## src/rtl/prog_loader_mem.sv

```systemverilog
// Program memory for the picoMIPS core with a registered fetch port and a
// chunked boot-load port. A RUN/LOAD/DRAIN controller holds the core in
// stall while a new program streams in, then spends one DRAIN cycle
// refetching so valid instruction data and stall=0 appear together.
// Program contents arrive through the boot-load port; the array is not
// touched by reset, so a loaded program survives a core reset.
//
// Load handshake: a chunk transfers on a rising edge where ld_valid and
// ld_ready are both high; ld_ready is high only in LOAD, and ld_data/ld_last
// must be stable with ld_valid. The loader waits indefinitely for ld_valid.
module prog_loader_mem #(
  parameter int               Psize = 4,
  parameter int               Isize = 17,
  parameter int               Lsize = 8,
  parameter logic [Isize-1:0] NOP   = '0
) (
  input  logic             clk,
  input  logic             n_reset,
  input  logic [Psize-1:0] address,
  output logic [Isize-1:0] I,
  output logic             stall,
  input  logic             load_start,
  input  logic [Lsize-1:0] ld_data,
  input  logic             ld_valid,
  input  logic             ld_last,
  output logic             ld_ready,
  output logic [Psize:0]   words_loaded,
  output logic             load_err,
  output logic [1:0]       dbg_state
);

  localparam int NCHUNK = (Isize + Lsize - 1) / Lsize;
  localparam int AW     = NCHUNK * Lsize;
  localparam int CW     = (NCHUNK > 1) ? $clog2(NCHUNK) : 1;
  localparam int DEPTH  = 1 << Psize;

  localparam logic [CW-1:0]    LAST_CHUNK = CW'(NCHUNK - 1);
  localparam logic [Psize-1:0] LAST_ADDR  = '1;

  typedef enum logic [1:0] {
    S_RUN   = 2'd0,
    S_LOAD  = 2'd1,
    S_DRAIN = 2'd2
  } state_t;

  state_t           state;
  logic [Isize-1:0] mem [DEPTH];
  logic [Psize-1:0] wr_addr;
  logic [CW-1:0]    chunk_cnt;
  logic [AW-1:0]    asm_q;
  logic [AW-1:0]    asm_next;
  logic             xfer;
  logic             last_chunk;
  logic             wr_en;

  assign dbg_state  = state;
  // ld_ready is high exactly in LOAD, so it doubles as the state qualifier.
  assign xfer       = ld_ready && ld_valid;
  assign last_chunk = (chunk_cnt == LAST_CHUNK);
  assign wr_en      = xfer && last_chunk;

  // Merge the incoming chunk into the assembly word so the final chunk is
  // written to memory in the same cycle it arrives.
  always_comb begin
    asm_next = asm_q;
    asm_next[int'(chunk_cnt) * Lsize +: Lsize] = ld_data;
  end

  // Memory write port; bits of the final chunk above Isize are dropped here.
  always_ff @(posedge clk) begin
    if (wr_en) begin
      mem[wr_addr] <= asm_next[Isize-1:0];
    end
  end

  // Load controller with registered fetch, stall and ready outputs.
  always_ff @(posedge clk or negedge n_reset) begin
    if (!n_reset) begin
      state        <= S_RUN;
      I            <= NOP;
      stall        <= 1'b0;
      ld_ready     <= 1'b0;
      words_loaded <= '0;
      load_err     <= 1'b0;
      wr_addr      <= '0;
      chunk_cnt    <= '0;
      asm_q        <= '0;
    end else begin
      case (state)
        S_RUN: begin
          I <= mem[address];
          if (load_start) begin
            state        <= S_LOAD;
            stall        <= 1'b1;
            ld_ready     <= 1'b1;
            wr_addr      <= '0;
            chunk_cnt    <= '0;
            words_loaded <= '0;
            load_err     <= 1'b0;
          end
        end
        S_LOAD: begin
          I <= NOP;
          if (xfer) begin
            asm_q <= asm_next;
            if (last_chunk) begin
              wr_addr      <= wr_addr + 1'b1;
              words_loaded <= words_loaded + 1'b1;
              chunk_cnt    <= '0;
              // End on the marked last word or when the array is full.
              if (ld_last || (wr_addr == LAST_ADDR)) begin
                state    <= S_DRAIN;
                ld_ready <= 1'b0;
              end
            end else if (ld_last) begin
              // Partial word: discard it and flag the error.
              chunk_cnt <= '0;
              load_err  <= 1'b1;
              state     <= S_DRAIN;
              ld_ready  <= 1'b0;
            end else begin
              chunk_cnt <= chunk_cnt + 1'b1;
            end
          end
        end
        S_DRAIN: begin
          I     <= mem[address];
          stall <= 1'b0;
          state <= S_RUN;
        end
        default: begin
          state    <= S_RUN;
          I        <= NOP;
          stall    <= 1'b0;
          ld_ready <= 1'b0;
        end
      endcase
    end
  end

endmodule

```

## config.mk

```make
export PLATFORM = sky130hd
export DESIGN_NAME = prog_loader_mem
export DESIGN_NICKNAME = d
export VERILOG_FILES = /design/src/rtl/prog_loader_mem.sv
export SDC_FILE = /design/constraint.sdc
export NUM_CORES = 1
export LEC_CHECK = 0
export CAP_MARGIN = 30
export CORE_MARGIN = 8
export CORE_UTILIZATION = 50
export DETAILED_ROUTE_END_ITERATION = 10
export HOLD_SLACK_MARGIN = 0.02
export PLACE_DENSITY_LB_ADDON = 0.3
export SETUP_SLACK_MARGIN = 0.3
export SKIP_CTS_REPAIR_TIMING = 1
export SLEW_MARGIN = 40
export SYNTH_ARGS = -nofsm -noshare
export SYNTH_HDL_FRONTEND = slang
export SYNTH_SLANG_ARGS = --single-unit
```

## constraint.sdc

```tcl
create_clock -name clk -period 4.7 [get_ports clk]
set_input_delay 0.94 -clock clk [delete_from_list [all_inputs] [get_ports clk]]
set_output_delay 0.94 -clock clk [all_outputs]
set_load 0.05 [all_outputs]
```

==> summary.txt <==
Worst Skew - 16.0 ps
Placer congestion estimate - 0.823
Longest Clk Path Bufs - 3
Min Hold Slack - 501 ps
CTS tree - built
Max-cap violations - 0
Average wire per standard cell - 23.8 µm
Final period util - 64.4%
YS warnings - 0
Nets@finish - 879
GRT overflow - 0
Vias - 7089
CP Data Required Time - 3760 ps
Clock transition at path regs - 60 ps
Maximum number of pins on one net before global-route repair - 51
Synth Area per Inst - 16.7 µm²
Setup TNS - 0 ps
Clock period minus worst slack - 3030 ps
Worst setup SP type - flip-flop
Worst slew margin - 41.8%
Average vias per placed instance - 5.85
CORE AREA - 25700 µm²
Synth Instances - 774
Register area share after synthesis - 72.9%
Hpwl dp - 17100 µm
CTS sink count - 322
VDD IR-drop max - 0.445 mV
Initial antenna violation count - 0
Max incr delay on CP - 900 ps
Synthesized net count - 801
Total die area - 31200 µm²
Area Growth Syn to Fin - 14.3%
Met1 usage - 25.2%
Pins Over Slew Limit - 0
Post-synth EDFFs - 272
Starting Density - 50.3%
Share of cells above drive strength 1 - 13.8%
Ant. Diodes - 0
Vias in the first global route - 7348
Crit path kind - reg -> out
Num CTS Buffers - 31
Yosys reg bits - 322
Netlist cell types - 45
Global-route layer with the greatest usage - met2
Crit path max-delay family - buffers and inverters
Total track usage - 18.4%
1st-pass router iterations - 5
Post-route ant nets - 0
Worst-margin pin slew - 872 ps
Met3 usage - 3.26%
Chip Height - 177 µm
Status - complete, no violations
Pwr/cell area - 483 nW/µm²
Worst Setup End Kind - output port
Hold Path Class - reg -> reg
Final setup vio count - 0
Final wirelength - 28800 µm
Buffers on Ports - 43
Rows - 59
Syn Std Cell Area - 12900 µm²
Fmax - 330 MHz
Non-Filler Instances - 1212
Chip width - 177 µm
CP Max Fanout - 14
Skew-Pair Late Insertion Delay - 560 ps
Met2 Usage GRT - 29.7%
Worst-path cell chain - clkdlybuf4s50_1
First-pass GRT wire length - 43800 µm
DRT iter0 DRCs - 693
Post-Place Cells - 1154
H-Tree Depth - 1
CP bufs+invs - 1
Crit-path slowest cell - clkdlybuf4s50_1
Post-synth top flop - edfxtp_1
CTS Root Cell - clkbuf_16
Crit path arrival time - 2090 ps
LEAKAGE - 5.20 nW
Top Ports - 44
DRC - 0
RSZ-0062 raised after global routing - no
Post-synth ARST share - 15.5%
Endpoints failing hold - 0
==> synth_stat cells, types with 4 or more instances <==
master	instances	area share, %
a21oi_1	10	0.39
buf_6	10	0.87
o21ai_1	15	0.58
buf_2	8	0.31
a22oi_1	51	3.0
mux2_2	12	1.0
o21ai_0	22	0.85
mux4_2	12	2.1
nor2_1	15	0.44
ha_1	10	0.97
inv_1	25	0.73
edfxtp_1	272	63
nand2b_1	11	0.53
nand2_1	41	1.2
mux2i_1	108	8.4
clkbuf_1	14	0.41
nand3_1	18	0.70
a221oi_1	11	0.75
a22o_1	4	0.27
dfrtp_1	50	9.7
and2_1	18	0.87
==> final timing paths <==
kind                                          start               endpoint  slack (ps)  cells past startpoint
max                        dbg_state[1]$_DFFE_PN0P_           dbg_state[1]        1670                      1
min                           asm_q[16]$_DFFE_PN0P_  asm_q[16]$_DFFE_PN0P_         500                      1
max reg2reg                chunk_cnt[0]$_DFFE_PN0P_   mem[2][15]$_DFFE_PP_        2130                      5
min reg2reg                   asm_q[16]$_DFFE_PN0P_  asm_q[16]$_DFFE_PN0P_         500                      1
max in group asynchronous                   n_reset  asm_q[16]$_DFFE_PN0P_        3670                      2
min in group asynchronous                   n_reset  asm_q[13]$_DFFE_PN0P_         530                      2
==> flip-flops by register name, indices dropped and copies added, names as in the netlist <==
name and cells:
mem 272, words_loaded 5, I 17, stall 1, chunk_cnt 2, ld_ready 1
asm_q 17, load_err 1, dbg_state 2, wr_addr 4
==> where the power goes <==
part	internal (mW)	leakage [nW]	total (mW)	switching [mW]
sequential	3.45	2.90	3.55	0.101
combinational	0.381	1.84	1.30	0.917
clock	1.28	0.459	2.28	1.00
==> final cells by class <==
cell class / count / area [µm²]
Fill cell: 1955 / 10900
Tap cell: 335 / 419
Sequential cell: 322 / 9420
Clock buffer: 46 / 872
Multi-Input combinational cell: 389 / 3140
Timing Repair Buffer: 83 / 747
Clock inverter: 12 / 70.1
Inverter: 25 / 93.8
==> through the flow <==
step | power [mW] | setup slack, ps | cell area (µm²) | util [%]
after floorplan | 4.37 | 2410 | 12900 | -
after global routing | 7.38 | 1620 | 14800 | 57.5
final | 7.13 | 1670 | 14800 | 57.5
after CTS | 7.16 | 1670 | 14800 | 57.4
after detailed placement | 4.89 | 1410 | 13800 | 53.8
after global placement | 4.84 | 1500 | 13800 | 53.6
==> placed cells by master (no fill, tap or decap), types with 3 or more instances in the layout <==
cell               n
clkbuf_1          11
clkdlybuf4s50_1   41
xnor2_1            3
nand2b_1          10
o21ai_1           15
a21oi_1           10
mux2_2            12
and2_2             3
inv_1             25
dfrtp_1           50
a221oi_1          11
clkinv_2           6
buf_4             39
nor2_1            14
clkbuf_16         31
o211ai_1           3
ha_1              10
and2_1            15
edfxtp_1         272
nand2_1           41
mux2i_1          108
a22oi_1           51
mux4_2            12
a211oi_1           3
a22o_1             4
clkbuf_8           4
o21ai_0           22
nand3_1           18
==> layer usage <==
layer | vias up | part of all wire (%)
met1 | 3563 | 42
met5 | - | 0
met3 | 65 | 8.0
met4 | 0 | 3.3
met2 | 304 | 46
li1 | 3157 | -
==> kinds of logic after synthesis <==
group	share of synthesized area (%)
flip-flops	72.9
adder cells (fa/ha/maj)	0.969
AO/OA/AOI/OAI	6.58
buffers and inverters	2.91
AND/OR/NAND/NOR	4.50
multiplexers	11.9
XOR/XNOR	0.203
Note: power is estimated with default switching activity, not from simulation.
